===== config.mk =====
export PLATFORM = sky130hd
export DESIGN_NAME = compare_arbiter
export DESIGN_NICKNAME = d
export VERILOG_FILES = /design/src/rtl/frogger_cmp_pkg.sv /design/src/rtl/cmp_stage.sv /design/src/rtl/compare_arbiter.sv
export SDC_FILE = /design/constraint.sdc
export NUM_CORES = 1
export LEC_CHECK = 0
export ABC_AREA = 0
export CAP_MARGIN = 20
export CELL_PAD_IN_SITES_DETAIL_PLACEMENT = 2
export CELL_PAD_IN_SITES_GLOBAL_PLACEMENT = 2
export CORE_MARGIN = 2
export CORE_UTILIZATION = 22
export CTS_CLUSTER_SIZE = 10
export DETAILED_ROUTE_END_ITERATION = 8
export GPL_ROUTABILITY_DRIVEN = 0
export PLACE_DENSITY = 0.82
export REMOVE_ABC_BUFFERS = 1
export SLEW_MARGIN = 25
export SYNTH_ARGS = -nofsm -noshare
export SYNTH_HDL_FRONTEND = slang
export SYNTH_HIERARCHICAL = 1
export SYNTH_SLANG_ARGS = --single-unit

===== constraint.sdc =====
create_clock -name clk -period 1.6 [get_ports clk]
set_input_delay 0.32 -clock clk [delete_from_list [all_inputs] [get_ports clk]]
set_output_delay 0.32 -clock clk [all_outputs]
set_load 0.03 [all_outputs]

===== src/rtl/frogger_cmp_pkg.sv =====
// Shared types and constants for the frogger compare arbiter.
// Default operand width matches the screen x-coordinate width.
package frogger_cmp_pkg;

   typedef enum logic [1:0] {
      IDLE = 2'd0,
      CMP  = 2'd1,
      RESP = 2'd2
   } state_t;

   localparam int DEFAULT_WIDTH = 10;

endpackage


===== src/rtl/cmp_stage.sv =====
// Registered unsigned WIDTH-bit "A greater than B" stage.
// Loads a new result only when enabled; holds it otherwise.
module cmp_stage
   import frogger_cmp_pkg::*;
#(
   parameter int WIDTH = DEFAULT_WIDTH
) (
   input  logic             clk,
   input  logic             reset,
   input  logic             en,
   input  logic [WIDTH-1:0] a,
   input  logic [WIDTH-1:0] b,
   output logic             gt
);

   logic gt_q;
   logic gt_d;

   always_comb begin
      gt_d = gt_q;
      if (en) begin
         gt_d = (a > b);
      end
   end

   always_ff @(posedge clk or negedge reset) begin
      if (!reset) begin
         gt_q <= 1'b0;
      end else begin
         gt_q <= gt_d;
      end
   end

   assign gt = gt_q;

endmodule


===== src/rtl/compare_arbiter.sv =====
// Round-robin arbiter sharing one registered A>B comparator among NUM_REQ
// requesters; captures the winner's operands and returns a tagged result.
module compare_arbiter
   import frogger_cmp_pkg::*;
#(
   parameter int NUM_REQ = 4,
   parameter int WIDTH   = DEFAULT_WIDTH,
   parameter int ID_W    = (NUM_REQ > 1) ? $clog2(NUM_REQ) : 1
) (
   input  logic                     clk,
   input  logic                     reset,
   input  logic [NUM_REQ-1:0]       req,
   input  logic [NUM_REQ*WIDTH-1:0] a_in,
   input  logic [NUM_REQ*WIDTH-1:0] b_in,
   output logic [NUM_REQ-1:0]       gnt,
   output logic                     busy,
   output logic                     done,
   output logic [ID_W-1:0]          done_id,
   output logic                     a_gt_b
);

   localparam logic [ID_W:0]   NUM_REQ_W = (ID_W+1)'(NUM_REQ);
   localparam logic [ID_W-1:0] LAST_ID   = ID_W'(NUM_REQ - 1);

   state_t             state_q, state_d;
   logic [ID_W-1:0]    ptr_q, ptr_d;
   logic [ID_W-1:0]    id_q, id_d;
   logic [WIDTH-1:0]   op_a_q, op_a_d;
   logic [WIDTH-1:0]   op_b_q, op_b_d;
   logic [NUM_REQ-1:0] gnt_q, gnt_d;
   logic               done_q, done_d;
   logic [ID_W-1:0]    done_id_q, done_id_d;
   logic               a_gt_b_q, a_gt_b_d;

   logic               win_found;
   logic [ID_W-1:0]    win_id;
   logic [ID_W:0]      scan_sum;
   logic [ID_W-1:0]    scan_idx;
   logic               stage_gt;

   // Scan from ptr upward with an explicit wrap so non-power-of-two counts work.
   always_comb begin
      win_found = 1'b0;
      win_id    = '0;
      scan_sum  = '0;
      scan_idx  = '0;
      for (int k = 0; k < NUM_REQ; k++) begin
         scan_sum = {1'b0, ptr_q} + (ID_W+1)'(k);
         if (scan_sum >= NUM_REQ_W) begin
            scan_sum = scan_sum - NUM_REQ_W;
         end
         scan_idx = scan_sum[ID_W-1:0];
         if (!win_found && req[scan_idx]) begin
            win_found = 1'b1;
            win_id    = scan_idx;
         end
      end
   end

   always_comb begin
      state_d   = state_q;
      ptr_d     = ptr_q;
      id_d      = id_q;
      op_a_d    = op_a_q;
      op_b_d    = op_b_q;
      gnt_d     = '0;
      done_d    = 1'b0;
      done_id_d = done_id_q;
      a_gt_b_d  = a_gt_b_q;
      case (state_q)
         IDLE: begin
            if (win_found) begin
               op_a_d  = a_in[win_id*WIDTH +: WIDTH];
               op_b_d  = b_in[win_id*WIDTH +: WIDTH];
               id_d    = win_id;
               ptr_d   = (win_id == LAST_ID) ? '0 : win_id + 1'b1;
               gnt_d   = NUM_REQ'(1) << win_id;
               state_d = CMP;
            end
         end
         CMP: begin
            state_d = RESP;
         end
         RESP: begin
            done_d    = 1'b1;
            done_id_d = id_q;
            a_gt_b_d  = stage_gt;
            state_d   = IDLE;
         end
         default: begin
            state_d = IDLE;
         end
      endcase
   end

   always_ff @(posedge clk or negedge reset) begin
      if (!reset) begin
         state_q   <= IDLE;
         ptr_q     <= '0;
         id_q      <= '0;
         op_a_q    <= '0;
         op_b_q    <= '0;
         gnt_q     <= '0;
         done_q    <= 1'b0;
         done_id_q <= '0;
         a_gt_b_q  <= 1'b0;
      end else begin
         state_q   <= state_d;
         ptr_q     <= ptr_d;
         id_q      <= id_d;
         op_a_q    <= op_a_d;
         op_b_q    <= op_b_d;
         gnt_q     <= gnt_d;
         done_q    <= done_d;
         done_id_q <= done_id_d;
         a_gt_b_q  <= a_gt_b_d;
      end
   end

   cmp_stage #(
      .WIDTH(WIDTH)
   ) u_cmp_stage (
      .clk  (clk),
      .reset(reset),
      .en   (state_q == CMP),
      .a    (op_a_q),
      .b    (op_b_q),
      .gt   (stage_gt)
   );

   assign gnt     = gnt_q;
   assign busy    = (state_q != IDLE);
   assign done    = done_q;
   assign done_id = done_id_q;
   assign a_gt_b  = a_gt_b_q;

endmodule


==> Yosys cells after proc, flatten, opt, wreduce, memory -nomap -nowiden <==
Cells that the tools add are included.
{ "op_classes": {"addsub": 8, "order_cmp": 9, "n_reduce_logical": 9, "muxes": 26, "multipliers": 1, "n_shift": 3, "n_eq_ne": 4} }
{ "op_table": {"columns": ["operator", "count"], "rows": [
  ["variable part select 40 x 7 -> 10 bit", 2],
  ["two-way mux 2 bit", 10],
  ["less-than comparator 2 x 3 -> 1 bit, second input constant", 4],
  ["> comparator 10 bit", 1],
  ["greater-or-equal comparator 3 bit, second input constant", 3],
  ["two-way mux 1 bit", 9],
  ["binary-select mux 1 bit (select 2 bit)", 4],
  ["two-way mux 4 bit", 2],
  ["subtractor 2 x 1 -> 2 bit, second input constant", 4],
  ["adder 2 x 2 -> 3 bit, second input constant", 2],
  ["multiplier 2 x 3 -> 5 bit, second input constant", 1],
  ["equality test 2 bit, second input constant", 2],
  ["case mux 2 bit (2 select lines)", 1],
  ["left shift 1 x 2 -> 4 bit, first input constant", 1],
  ["adder 2 x 1 -> 3 bit, second input constant", 1],
  ["greater-or-equal comparator 2 x 3 -> 1 bit, second input constant", 1],
  ["logical AND 1 bit", 3],
  ["logical NOT 1 bit", 3],
  ["adder 2 x 1 -> 2 bit, second input constant", 1],
  ["equality test 2 x 1 -> 1 bit, second input constant", 1],
  ["logical NOT 2 bit", 1],
  ["!= test 2 bit, second input constant", 1],
  ["AND reduction 2 bit", 1],
  ["nonzero test 2 bit", 1]
]} }
{ "word_totals": {"out_inout_bits": 9, "in_bits": 86, "ff_bits": 35} }

==> Depth between registers and ports, before layout <==
Gate-level depths: netlist of the first run.
{ "depth": {"ltp_word": 17, "depth_mapped": 7, "depth_no_buf": 6} }

==> Cells and area by module <==
The synthesis of the first run kept the hierarchy.
{ "modules_own_cells": {"columns": ["mod", "instances", "area_per_inst_um2", "cells_per_inst"], "rows": [
  ["compare_arbiter", 1, 1913.1, 195],
  ["cmp_stage", 1, 295.3, 39]
]} }

==> Worst setup path before layout of the first run <==
OpenSTA, ideal clock, no wires.
{ "synth_path": {"kind": "input -> register", "from": "in req[1]", "to": "reg ptr_q[1]", "arrival_time_ns": 1.418, "path_buffers": 1, "stages": 7, "slack_ns": 0.065, "path_cell_list": "or2_1 nand4b_1 nand2_1 buf_2 ha_1 nand2_1 nand2_1"} }
{ "synth_via": {"elab_chain_len": 14, "elab_cells_between_ends": 26, "classes_between": "add/sub: 1; eq/ne: 1; mux: 17; reduce/logical: 7"} }
{ "synth_lines": {"columns": ["item", "line", "source"], "rows": [
  ["start: declaration", "compare_arbiter.sv:12", "input logic [NUM_REQ-1:0] req,"],
  ["binary-select mux 1 bit (select 2 bit)", "compare_arbiter.sv:53", "if (!win_found && req[scan_idx]) begin"],
  ["two-way mux 1 bit (not written as such)", "compare_arbiter.sv:53", null],
  ["two-way mux 1 bit", "compare_arbiter.sv:53", null],
  ["logical NOT 1 bit", "compare_arbiter.sv:53", null],
  ["logical AND 1 bit", "compare_arbiter.sv:53", null],
  ["two-way mux 1 bit", "compare_arbiter.sv:53", null],
  ["logical NOT 1 bit", "compare_arbiter.sv:53", null],
  ["logical AND 1 bit", "compare_arbiter.sv:53", null],
  ["two-way mux 1 bit", "compare_arbiter.sv:53", null],
  ["logical NOT 1 bit", "compare_arbiter.sv:53", null],
  ["logical AND 1 bit", "compare_arbiter.sv:53", null],
  ["two-way mux 2 bit", "compare_arbiter.sv:53", null],
  ["adder 2 x 1 -> 2 bit / equality test 2 bit (equally long branches)", "compare_arbiter.sv:76", "ptr_d = (win_id == LAST_ID) ? '0 : win_id + 1'b1;"],
  ["two-way mux 2 bit", "compare_arbiter.sv:76", null],
  ["end signal: assignment", "compare_arbiter.sv:109", "ptr_q <= ptr_d;"],
  ["end: declaration", "compare_arbiter.sv:26", "logic [ID_W-1:0] ptr_q, ptr_d;"]
]} }
Parallel ways exist; a longest one is shown, timed or not. The select of a mux whose other input is x is not followed.
A chain may end at the register's enable or synchronous reset.

==> Worst setup path after layout of the first run <==
{ "layout_path": {"from": "in req[3]", "to": "reg op_a_q[6]"} }
{ "layout_via": {"elab_chain_len": 14, "elab_cells_between_ends": 25, "classes_between": "mul: 1; shift: 1; mux: 16; reduce/logical: 7"} }
{ "layout_lines": {"columns": ["item", "line", "source"], "rows": [
  ["binary-select mux 1 bit (select 2 bit)", "compare_arbiter.sv:53", null],
  ["two-way mux 1 bit (not written as such)", "compare_arbiter.sv:53", null],
  ["two-way mux 1 bit", "compare_arbiter.sv:53", null],
  ["logical NOT 1 bit", "compare_arbiter.sv:53", null],
  ["logical AND 1 bit", "compare_arbiter.sv:53", null],
  ["two-way mux 1 bit", "compare_arbiter.sv:53", null],
  ["logical NOT 1 bit", "compare_arbiter.sv:53", null],
  ["logical AND 1 bit", "compare_arbiter.sv:53", null],
  ["two-way mux 1 bit", "compare_arbiter.sv:53", null],
  ["logical NOT 1 bit", "compare_arbiter.sv:53", null],
  ["logical AND 1 bit", "compare_arbiter.sv:53", null],
  ["two-way mux 2 bit", "compare_arbiter.sv:53", null],
  ["multiplier 2 x 3 -> 5 bit", "compare_arbiter.sv:73", "op_a_d = a_in[win_id*WIDTH +: WIDTH];"],
  ["variable part select 40 x 7 -> 10 bit", "compare_arbiter.sv:73", null],
  ["end signal: assignment", "compare_arbiter.sv:111", "op_a_q <= op_a_d;"],
  ["end: declaration", "compare_arbiter.sv:28", "logic [WIDTH-1:0] op_a_q, op_a_d;"]
]} }
Parallel ways exist; a longest one is shown, timed or not. The select of a mux whose other input is x is not followed.

==> results of run 1 <==
## kinds of logic after synthesis
| kind of cell | after synthesis | share of synthesized area, % |
|---|---|---|
| buffers and inverters | 32 | 6.18 |
| and+or+nand+nor | 57 | 14.1 |
| muxes | 23 | 10.6 |
| DFF | 35 | 39.7 |
| AOI/OAI and AO/OA | 76 | 23.3 |
| adders and majority gates | 11 | 6.23 |
## final cells by class
type | count | area, µm² | share of cell area [%]
Clock buffer | 6 | 72.6 | 1.79
Inverter | 16 | 60.1 | 1.48
Multi-Input combinational cell | 167 | 1570 | 38.7
Sequential cell | 35 | 878 | 21.7
Timing Repair Buffer | 129 | 1310 | 32.3
Tap cell | 133 | 166 | 4.10
## state kept, by name (all words and copies together), names as in the netlist
register and count:
state_q 2, op_b_q 10, a_gt_b 1, done_id 2
id_q 2, ptr_q 2, done 1, op_a_q 10
gnt 4, u_cmp_stage/gt 1
## timing repair
item / CTS / global route
hold buffers: 1 / 0
pin swaps: 8 / 16
setup buffers: 1 / 5
gates resized for setup: 47 / 54
endpoints found under the hold margin: 27 / 0
cloned: 1 / 3
setup endpoints to repair: 35 / 25
## layer usage
layer	part of all wire (%)	wire length (µm)
met5	0	0
met4	2.8	281
met3	3.5	348
met2	54	5420
met1	39	3920
## power by group through the flow
stage | sequential [W] | combinational [W] | clock [W]
floorplan | 0.00169 | 0.00215 | 0
global placement | 0.00158 | 0.00368 | 0
detailed placement | 0.00160 | 0.00390 | 0
CTS | 0.00161 | 0.00436 | 0.000620
global route | 0.00170 | 0.00570 | 0.000654
finish | 0.00165 | 0.00527 | 0.000603
## stage by stage
step,setup TNS [ns],instances
floorplan,-20.92,218
global placement,-13.46,469
detailed placement,-15.83,469
CTS,-0.585,478
global route,-4.19,486
finish,-1.96,486
## path summary, 6_finish.rpt
path	end	slack [ns]	startpoint	depth (start not counted)
max	op_a_q[6]$_DFFE_PN0P_	-0.21	req[3]	7
min	id_q[1]$_DFFE_PN0P_	0.48	id_q[1]$_DFFE_PN0P_	2
max reg2reg	op_a_q[6]$_DFFE_PN0P_	-0.18	ptr_q[0]$_DFFE_PN0P_	5
min reg2reg	id_q[1]$_DFFE_PN0P_	0.48	id_q[1]$_DFFE_PN0P_	2
max in group asynchronous	ptr_q[1]$_DFFE_PN0P_	0.88	reset	3
min in group asynchronous	done$_DFF_PN0_	0.52	reset	3
## placed cells by master (no fill, tap or decap), drive strengths merged, types with 2 or more instances in the layout
master / synthesis / layout
nand4: 3 / 3
a21oi: 4 / 4
o21ai: 23 / 23
ha: 11 / 11
dlymetal6s2s: 0 / 3
and3: 20 / 20
nor2: 6 / 6
nand2b: 6 / 6
a211oi: 22 / 22
clkdlybuf4s50: 0 / 80
o22ai: 21 / 21
buf: 9 / 35
clkbuf: 7 / 7
mux2i: 20 / 20
o31ai: 2 / 2
nand2: 13 / 13
dlygate4sd2: 0 / 8
inv: 16 / 16
nor2b: 4 / 4
dfrtp: 35 / 35
mux2: 3 / 3
## tightest hold or removal path: stages (launching register included)
cell and delay, ns:
dfrtp_1 0.34, nand2_1 0.05, nand2_1 0.05
==> flow_summary.ini, run 1 <==
[job]
drv_cap = 0

[finish]
drive_above_1_share_pct = 29.5
fin_area_um2 = 4050
synthToLayoutAreaGrowth_pct = 83.6
n_antenna_cell = 0
nets = 451
final_util_pct = 41.5
fillCellCount = 1060

[die]
start_util_pct = 22.6
chipWidth_um = 104
io_pins = 95
die_y_um = 104
rows = 36
dieArea_um2 = 10900
core_area_um2 = 9770

[drt]
vias = 2423
dr.first_iter.drc_count = 89
drt_pass1_iterations = 4
antenna_left = 0
avgRoutedWirePerCell_um = 20.5
drcViolationCount = 0
wl_mm = 9.98
viasPerCell = 4.99

[clocking]
h-tree-depth = 2
numCtsBuffers = 5
cts_tree = done
ctsLongestPathBuffers = 2
clk_latency_ns = 0.29
cts_root_buffer = clkbuf_8
clk_pin_slew_worst_paths_ns = 0.07
clock-sinks = 35

[logic_synthesis]
synth_most_common_cell = dfrtp_1
synth_area_um2 = 2210
ys_top_cells_by_count = 35 x dfrtp_1, 22 x a211oi_1, 21 x o22ai_1
synthDistinctLibCells = 33
synth_edf_count = 0
synth_top_cell_by_area = dfrtp_1
synthCells = 234
yosys-top-cells-area = dfrtp_1 40%, mux2i_1 9.1%, a211oi_1 7.5%
async_flop_share_pct = 100
synth_top_area_share_pct = 39.7
yosys_warnings = 6
syn_avg_cell_area_um2 = 9.44
ys_seq_area_share_pct = 39.7
ys.flop_type = dfrtp_1
synth-seq-cells = 35

[grt]
grt_pass1_wl_mm = 13.8
antenna_found_initial = 0
track_usage_pct = 16.0
grt-busiest-layer = met2
grt-ovfl-total = 0
global_route.usage.met2_pct = 30.9
globalRouteMet1Util_pct = 17.8
grt_max_degree = 36
grt_pass1_vias = 2740
use_met3_pct = 2.76

[power]
p_seq_share_pct = 21.9
swShare_pct = 44.8
p_clk_share_pct = 8.0
p_int_w = 0.00416
p_comb_share_pct = 70.0
ir_drop_uv = 543
p_sw_w = 0.00337
power_leakage_nw = 1.71
total_power_w = 0.00753
power_density_nw_per_um2 = 1860

[worst_setup_path]
worstSetupEndpointType = flop
path_max_fanout = 20
cpLargestDelayFamily = compound AO/OA/AOI/OAI gates
path_buf_inv = 2
start_kind = input pin
cp.required_ns = 1.80
path_cells = dlygate4sd2_1 > or2_4 > o31ai_4 > inv_2 > o21ai_4 > o21ai_0 > o22ai_1
path_class = input pin to flop
cp_slowest_cell = dlygate4sd2_1
cp.arrival_ns = 2.01
slowest_delay_ns = 0.29

[outcome]
status = complete, but fails checks
violations = negative setup slack

[sta]
fmax_mhz = 551
hold_ws_ns = 0.481
clock-skew-final_ns = 0.00641
finalCritPeriodShare_pct = 113
hold_violations = 0
rsz0062_at_grt = yes
maxSlewHeadroom_pct = 62.9
timing.final.ws_setup_ns = -0.215
setup_violations = 22
drv_slew = 0
fin_crit_ns = 1.81
tightestPinTransition_ns = 0.555

[place]
hpwl_mm = 6.28
port_buffers = 94
place_area_um2 = 3440
place_ws_ns = -0.770

[min_path]
hold_path.class = flop to flop
Note: power is estimated with default switching activity, not from simulation.
==> run 2, diff against run 1 <==
--- a/config.mk
+++ b/config.mk
@@ -6,6 +6,7 @@
 export NUM_CORES = 1
 export LEC_CHECK = 0
 export ABC_AREA = 0
+export ABC_CLOCK_PERIOD_IN_PS = 1600
 export CAP_MARGIN = 20
 export CELL_PAD_IN_SITES_DETAIL_PLACEMENT = 2
 export CELL_PAD_IN_SITES_GLOBAL_PLACEMENT = 2
@@ -15,7 +16,6 @@
 export DETAILED_ROUTE_END_ITERATION = 8
 export GPL_ROUTABILITY_DRIVEN = 0
 export PLACE_DENSITY = 0.82
-export REMOVE_ABC_BUFFERS = 1
 export SLEW_MARGIN = 25
 export SYNTH_ARGS = -nofsm -noshare
 export SYNTH_HDL_FRONTEND = slang
==> run 2 against run 1 <==
  * The run still ends with negative setup slack left
  * First-iteration DRC count is 3.4% lower
  * Flip-flop and latch count stayed put
  * Worst hold slack worse by 0.41 ns
  * Clock skew is 0.0014 ns lower
  * Critical path type is now flop to flop
  * Largest cell class unchanged
==> flow_summary.ini, run 2 (synthesized netlist as in run 1, its figures left out) <==
[clocking]
clk_pin_slew_worst_paths_ns = 0.08
cts_root_buffer = clkbuf_8
clock-sinks = 35
h-tree-depth = 2
cts_tree = done
ctsHoldBuffers = 0
ctsLongestPathBuffers = 2
clk_latency_ns = 0.30
numCtsBuffers = 5

[die]
io_pins = 95
rows = 36
dieArea_um2 = 10900
core_area_um2 = 9770
start_util_pct = 22.6
die_y_um = 104
chipWidth_um = 104

[power]
power_density_nw_per_um2 = 2010
power_leakage_nw = 1.86
ir_drop_uv = 588

[sta]
fmax_mhz = 563
tightestPinTransition_ns = 0.488
rsz0062_at_grt = yes
hold_violations = 0
maxSlewHeadroom_pct = 67.4
setup_violations = 24
finalCritPeriodShare_pct = 111
drv_slew = 0
timing.final.ws_setup_ns = -0.177
fin_crit_ns = 1.78
clock-skew-final_ns = 0.00504

[logic_synthesis]
synth_fp_nets = 331

[outcome]
violations = negative setup slack
status = complete, but fails checks

[grt]
grt_max_degree = 36
antenna_found_initial = 0
grt_pass1_vias = 2815
grt-ovfl-total = 0
grt_pass1_wl_mm = 15.5
track_usage_pct = 18.1

[drt]
avgRoutedWirePerCell_um = 23.2
antenna_left = 0
vias = 2493
drt_pass1_iterations = 4
viasPerCell = 4.94
wl_mm = 11.7
dr.first_iter.drc_count = 86
drcViolationCount = 0

[finish]
final_util_pct = 45.5
nets = 468
fin_cells = 505
layout_common_cells = 80 x clkdlybuf4s50_1, 34 x dfrtp_1, 27 x buf_4
mostFrequentLayoutCell = clkdlybuf4s50_1
n_antenna_cell = 0
fillCellCount = 992
drive_above_1_share_pct = 40.6
fin_area_um2 = 4450
synthToLayoutAreaGrowth_pct = 101

[worst_setup_path]
critPathLaunch = state_q[0]$_DFFE_PN0P_
path_max_fanout = 6
r2r-start = state_q[0]$_DFFE_PN0P_
start_kind = flop
cp.required_ns = 1.82
worstSetupEndpointType = flop
path_class = flop to flop
cp.arrival_ns = 1.99

[job]
drv_cap = 0

[place]
hpwl_mm = 6.76
post-place-cells = 472
port_buffers = 94
place_area_um2 = 3490

[min_path]
hold_path.class = input pin to async pin
run 2: power by group:
part / internal [W] / switching, W
clock network: 0.000394 / 0.000367
logic: 0.00321 / 0.00328
registers: 0.00134 / 0.000365
total: 0.00494 / 0.00401
run 2: area by class of cell:
cell class / instances / area (µm²) / share of cell area [%]
Sequential cell: 35 / 877 / 19.7
Tap cell: 133 / 166 / 3.74
Inverter: 16 / 60.1 / 1.35
Timing Repair Buffer: 146 / 1510 / 34.0
Clock buffer: 8 / 100 / 2.25
Multi-Input combinational cell: 167 / 1730 / 38.9
run 2: final timing paths:
kind,slack (ns),depth (start not counted),to
worst min register to register,0.51,1,done_id[1]$_DFFE_PN0P_
max in group asynchronous,1.17,2,ptr_q[1]$_DFFE_PN0P_
min in group clk,0.51,1,done_id[1]$_DFFE_PN0P_
worst min-delay path,0.07,2,op_b_q[5]$_DFFE_PN0P_
worst max register to register,-0.18,7,op_a_q[7]$_DFFE_PN0P_
worst max-delay path,-0.18,7,op_a_q[7]$_DFFE_PN0P_
run 2: metal layers:
layer  global-route usage [%]  share of wire (%)  up-vias
li1                         -                  -     1139
met1                     22.0                 41     1269
met2                     32.6                 54       66
met3                     3.01                2.8       19
met4                     5.50                1.8        0
met5                        0                  0        -
run 2: worst max-delay path, cell delays in order (launching register included):
cell	delay (ns)
dfrtp_1	0.43
nor2_2	0.18
buf_6	0.13
o31ai_4	0.08
or3_4	0.46
buf_8	0.17
buf_6	0.11
o22ai_2	0.13
run 2: stage by stage:
step	power [W]	setup WS, ns	hold slack [ns]	TNS [ns]
final	0.00895	-0.177	0.0686	-2.36
after global routing	0.00943	-0.263	0.111	-3.85
after CTS	0.00716	-0.0366	0.0921	-0.215
after detailed placement	0.00565	-0.613	0.405	-14.53
after global placement	0.00539	-0.564	0.390	-12.21
after floorplan	0.00396	0.0654	0.0244	0
run 2: what timing repair did:
item	in CTS	in global routing
setup endpoints to repair	37	24
pin swaps	16	24
cloned	3	2
resized for setup	68	92
hold endpoints to repair	0	0
setup buffers	8	12
